**config.mk**
```make
export PLATFORM = sky130hd
export DESIGN_NAME = dmem_access_ctrl
export DESIGN_NICKNAME = d
export VERILOG_FILES = /design/src/rtl/dmem_access_ctrl.sv
export SDC_FILE = /design/constraint.sdc
export NUM_CORES = 1
export LEC_CHECK = 0
export ABC_AREA = 0
export ABC_CLOCK_PERIOD_IN_PS = 1800
export CORE_MARGIN = 3
export CORE_UTILIZATION = 40
export DETAILED_ROUTE_END_ITERATION = 6
export PLACE_DENSITY = 0.75
export SLEW_MARGIN = 40
export SYNTH_ARGS = -nofsm -noshare
export SYNTH_HDL_FRONTEND = slang
export SYNTH_SLANG_ARGS = --single-unit
```
**constraint.sdc**
```tcl
create_clock -name CLK -period 1.8 [get_ports CLK]
set_input_delay 0.36 -clock CLK [delete_from_list [all_inputs] [get_ports CLK]]
set_output_delay 0.36 -clock CLK [all_outputs]
set_load 0.01 [all_outputs]
```
**src/rtl/dmem_access_ctrl.sv**
```systemverilog
// dmem_access_ctrl: sequences MEM-stage loads/stores onto a word-wide data memory with a request/ack handshake.
// Optional misalignment trap (adds MISALIGNED output) enabled by defining DMEM_MISALIGN_TRAP_EN.
module dmem_access_ctrl #(
    parameter int TIMEOUT_CYCLES = 255,
    parameter int CNT_W          = 8
) (
    input  logic        CLK,
    input  logic        RESET,
    input  logic        MEM_READ,
    input  logic        MEM_WRITE,
    input  logic [2:0]  FUNCT3,
    input  logic [31:0] ADDRESS,
    input  logic [31:0] WRITE_DATA,
    output logic [31:0] READ_DATA,
    output logic        BUSYWAIT,
    output logic        ACCESS_ERR,
    output logic        DM_READ,
    output logic        DM_WRITE,
    output logic [29:0] DM_ADDRESS,
    output logic [31:0] DM_WRITEDATA,
    output logic [3:0]  DM_BYTEEN,
    input  logic [31:0] DM_READDATA,
    input  logic        DM_ACK
`ifdef DMEM_MISALIGN_TRAP_EN
    ,
    output logic        MISALIGNED
`endif
);
    typedef enum logic [1:0] {IDLE, REQ, DONE} state_t;
    state_t state_q, state_d;
    logic [CNT_W-1:0] cnt_q, cnt_d;
    logic [31:0] addr_q, addr_d, wd_q, wd_d, rdata_q, rdata_d, ld_word;
    logic [2:0]  f3_q, f3_d;
    logic        dmr_q, dmr_d, dmw_q, dmw_d, err_q, err_d, busy;
    logic        one_op, legal, misal, reject, timeout;
    logic [7:0]  ld_byte;
    logic [15:0] ld_half;
    logic [3:0]  be;
    assign one_op = MEM_READ ^ MEM_WRITE;
    assign legal  = MEM_READ ? (FUNCT3 inside {3'b000, 3'b001, 3'b010, 3'b100, 3'b101})
                             : (FUNCT3 inside {3'b000, 3'b001, 3'b010});
`ifdef DMEM_MISALIGN_TRAP_EN
    logic mis_q, mis_d;
    assign misal = (FUNCT3[1:0] == 2'b01 && ADDRESS[0]) || (FUNCT3[1:0] == 2'b10 && ADDRESS[1:0] != 2'b00);
    assign MISALIGNED = mis_q;
`else
    assign misal = 1'b0;
`endif
    assign reject  = !one_op || !legal || misal;
    // A zero limit disables the timeout entirely.
    assign timeout = (TIMEOUT_CYCLES != 0) && (cnt_q == CNT_W'(TIMEOUT_CYCLES - 1));
    assign ld_byte = addr_q[1] ? (addr_q[0] ? DM_READDATA[31:24] : DM_READDATA[23:16])
                               : (addr_q[0] ? DM_READDATA[15:8]  : DM_READDATA[7:0]);
    assign ld_half = addr_q[1] ? DM_READDATA[31:16] : DM_READDATA[15:0];
    assign ld_word = f3_q[1] ? DM_READDATA
                   : f3_q[0] ? {{16{~f3_q[2] & ld_half[15]}}, ld_half}
                   : {{24{~f3_q[2] & ld_byte[7]}}, ld_byte};
    assign be = f3_q[1] ? 4'b1111 : f3_q[0] ? (4'b0011 << {addr_q[1], 1'b0}) : (4'b0001 << addr_q[1:0]);
    assign DM_BYTEEN    = (dmr_q | dmw_q) ? be : 4'b0000;
    assign DM_WRITEDATA = f3_q[1] ? wd_q : f3_q[0] ? {2{wd_q[15:0]}} : {4{wd_q[7:0]}};
    assign DM_ADDRESS   = addr_q[31:2];
    assign DM_READ      = dmr_q;
    assign DM_WRITE     = dmw_q;
    assign READ_DATA    = rdata_q;
    assign ACCESS_ERR   = err_q;
    assign BUSYWAIT     = RESET & busy;
    always_comb begin
        state_d = state_q;
        cnt_d   = cnt_q;
        addr_d  = addr_q;
        f3_d    = f3_q;
        wd_d    = wd_q;
        dmr_d   = 1'b0;
        dmw_d   = 1'b0;
        rdata_d = rdata_q;
        err_d   = 1'b0;
        busy    = 1'b0;
`ifdef DMEM_MISALIGN_TRAP_EN
        mis_d   = 1'b0;
`endif
        case (state_q)
            IDLE: if (MEM_READ || MEM_WRITE) begin
                busy = 1'b1;
                if (reject) begin
                    state_d = DONE;
                    err_d   = 1'b1;
`ifdef DMEM_MISALIGN_TRAP_EN
                    mis_d   = one_op & legal & misal;
`endif
                end else begin
                    state_d = REQ;
                    cnt_d   = '0;
                    addr_d  = ADDRESS;
                    f3_d    = FUNCT3;
                    wd_d    = WRITE_DATA;
                    dmr_d   = MEM_READ;
                    dmw_d   = MEM_WRITE;
                end
            end
            REQ: begin
                busy  = 1'b1;
                dmr_d = dmr_q;
                dmw_d = dmw_q;
                if (DM_ACK || timeout) begin
                    state_d = DONE;
                    dmr_d   = 1'b0;
                    dmw_d   = 1'b0;
                    err_d   = !DM_ACK;
                    rdata_d = dmr_q ? (DM_ACK ? ld_word : 32'h0) : rdata_q;
                end else begin
                    cnt_d = cnt_q + 1'b1;
                end
            end
            default: state_d = IDLE;
        endcase
    end
    always_ff @(posedge CLK) begin
        if (!RESET) begin
            state_q <= IDLE;
            cnt_q   <= '0;
            addr_q  <= '0;
            f3_q    <= '0;
            wd_q    <= '0;
            dmr_q   <= 1'b0;
            dmw_q   <= 1'b0;
            rdata_q <= '0;
            err_q   <= 1'b0;
`ifdef DMEM_MISALIGN_TRAP_EN
            mis_q   <= 1'b0;
`endif
        end else begin
            state_q <= state_d;
            cnt_q   <= cnt_d;
            addr_q  <= addr_d;
            f3_q    <= f3_d;
            wd_q    <= wd_d;
            dmr_q   <= dmr_d;
            dmw_q   <= dmw_d;
            rdata_q <= rdata_d;
            err_q   <= err_d;
`ifdef DMEM_MISALIGN_TRAP_EN
            mis_q   <= mis_d;
`endif
        end
    end
endmodule

```
==> impl_metrics.toml <==
[outcome]
outcome = "finished with violations"
violations = "negative setup slack"

[placement]
dp_hpwl_mm = 11.8
dp_slack_ns = -0.456
place.gp.congestion = 0.927
port-buffer-count = 205
placed_cells = 980

[clocking]
clkSinkCount = 112
cts_made_buffers = 9
clk_pin_slew_worst_paths_ns = 0.07
ctsHoldBuffers = 0
clockBufferDepth = 2
h-tree-depth = 3
worstSkewPairLatency_ns = 0.35
cts_root_buf = "clkbuf_16"
cts_tree = "built"

[cells_and_area]
num-fill-cells = 1071
final_common_cell = "clkdlybuf4s50_1"
antenna_cells = 0
final_layout_size_suffix_gt1_share_pct = 20.8
nets = 946
stdcell_count = 1014
final_cell_mix = "clkdlybuf4s50_1 (175), dfxtp_1 (105), o21ai_0 (85), nand2_1 (82), nand3_1 (78)"
areaGrowthSynthToFinish_pct = 53.2

[global_route]
antenna_found_initial = 1
grtUsageMet3_pct = 8.06
grt_max_degree = 138
grt_pass1_wl_mm = 25.7
gr-usage-met2_pct = 36.8
gr-usage-all-layers_pct = 21.6
busiest_layer = "met2"
met1_usage_pct = 24.9
first_global_vias = 5140
grt_overflow = 0

[synthesis]
synthSimpleGateAreaFrac_pct = 19.8
synth_warnings = 0
synth-seq-area-share_pct = 41.4
synth-edff-count = 0
synth_top_area_share_pct = 41.4
syn_area_per_cell_um2 = 8.44
synth.distinct_cells = 56
synth-xor-area-share_pct = 0.808
synth_seq_cells = 112
synth_fa_ha_area_share_pct = 0.692
synth_top_family_by_area = "compound AO/OA/AOI/OAI gates"
synth_compound_area_share_pct = 20.1
ys_async_sr_fraction_pct = 0
synthMuxAreaShare_pct = 6.37
synth.area.top_cells = "dfxtp_1 (41%), o21ai_0 (8.4%), nand3_1 (7.2%)"
synth_nets = 749
synth_cells = 642
synth_top_cell_by_area = "dfxtp_1"
syn-cell-area_mm2 = 0.00542
synthFlopType = "dfxtp_1"

[hold_path]
hp-class = "input pin to register"

[route]
postRouteAntennaNets = 0
viasPerCell = 5.35
first_iter_violations = 443
wl_mm = 17.5
post_drt_wl_per_cell_um = 17.2
drc_errors = 0
drt-pass1-iter-count = 5
dr_total_vias = 5423

[timing]
finalSetupTns_ns = -0.245
tightest_slew_ns = 0.652
timing.fmax_mhz = 542
fin_crit_ns = 1.84
period_share_pct = 102
drv_slew = 0
finalSetupViolCount = 9
rsz0062_at_grt = "yes"
relSlewSlack_pct = 56.5
hold_viol_final = 0
fin_ws_ns = -0.0440
fin_skew_ns = 0.00373

[power]
total_power_mw = 5.86
ir_worst_vdd_mv = 0.420
p_per_area_mw_per_mm2 = 706
power_leakage_nw = 3.24

[floorplan]
die_area_mm2 = 0.0150
core_area_mm2 = 0.0129
rows = 41
fp.dieW_um = 122
io_pins = 206
start_util_pct = 41.9
die_h_um = 122

[worst_setup_path]
worstPathRequired_ns = 1.44
path_class = "register to output pin"
cp.arrival_ns = 1.48
path_max_fanout = 4
critPathCaptureType = "output pin"
start_kind = "register"

[flow_run]
cap_violations = 0
## per-stage QoR
step                      hold slack [ns]  area (um2)  util [%]
after CTS                           0.339        8080      62.5
after global routing                0.375        8310      64.2
after floorplan                     0.438        5420         -
final                               0.351        8310      64.2
after global placement              0.443        7650      59.2
after detailed placement            0.450        7650      59.2
## power by group
| group | internal (mW) | switching [mW] | total, mW |
|---|---|---|---|
| logic | 0.698 | 0.572 | 1.27 |
| clock network | 1.07 | 0.867 | 1.94 |
| registers | 2.58 | 0.0760 | 2.66 |
| total | 4.35 | 1.52 | 5.86 |
## cell families (layout without fill, tap and decap cells)
kind of cell,Yosys count,after routing
AOI/OAI and AO/OA,167,167
xor gates and xnor gates,5,5
adders and majority gates,3,3
buffers and inverters,106,306
DFF,112,112
muxes,31,31
and+or+nand+nor,218,218
## registers in the layout, summed over array words and instances (netlist names)
| name | count |
|---|---|
| DM_READ | 1 |
| f3_q | 3 |
| wd_q | 32 |
| READ_DATA | 32 |
| ACCESS_ERR | 1 |
| state_q | 2 |
| DM_WRITE | 1 |
| addr_q | 32 |
| cnt_q | 8 |
## worst max-delay path: stages (launching register included)
cell and delay, ns:
dfxtp_4 0.36, nor2_4 0.17, clkbuf_16 0.18, mux2_4 0.30, buf_6 0.12
## synthesized netlist by cell type (2+ instances only)
cell type,count
o2bb2ai_1,12
nor2b_1,3
buf_4,39
nand2b_1,2
nand3_1,78
o32ai_1,2
buf_2,13
dfxtp_1,112
nand4_1,3
and3_1,3
buf_6,4
inv_1,15
nor2_1,18
xnor2_1,3
a221o_2,10
mux2_2,18
mux2i_1,12
nor4_1,2
nand3b_1,6
a221oi_1,6
a221o_1,6
a211o_1,7
buf_1,10
xor2_1,2
nand2_1,84
clkbuf_1,25
and3b_1,7
nor3_1,3
a211oi_1,3
o21ai_0,91
ha_1,3
a21oi_1,16
## layout make-up
cell class                 instances  area [um2]  share of cell area, %
multi-input combinational        424        2740                   33.0
sequential                       112        2260                   27.2
clock inverter                     3        43.8                  0.527
tap                              172         215                   2.59
inverter                          15        56.3                  0.678
clock buffer                      11         233                   2.80
timing repair buffer             277        2760                   33.3
## worst paths after layout
check                           cells after the start        from  slack (ns)          endpoint
worst min register to register                      2  addr_q[24]        0.47        addr_q[24]
worst min-delay path                                3       RESET        0.35        ACCESS_ERR
worst max register to register                      4   addr_q[0]        0.04      READ_DATA[8]
worst max-delay path                                4     f3_q[0]       -0.04  DM_WRITEDATA[12]
## routing by layer
metal,wire (um),up-vias
li1,-,2645
met1,6770,2531
met2,8530,225
met3,1870,20
met4,282,2
met5,7,-
## repair_timing
| action | CTS | global route |
|---|---|---|
| resized for setup | 153 | 29 |
| setup endpoints to repair | 49 | 98 |
| pin swaps | 4 | 5 |
| setup buffers | 7 | 7 |
| cloned | 2 | 4 |
No activity file was read; power rests on OpenSTA's default activity.
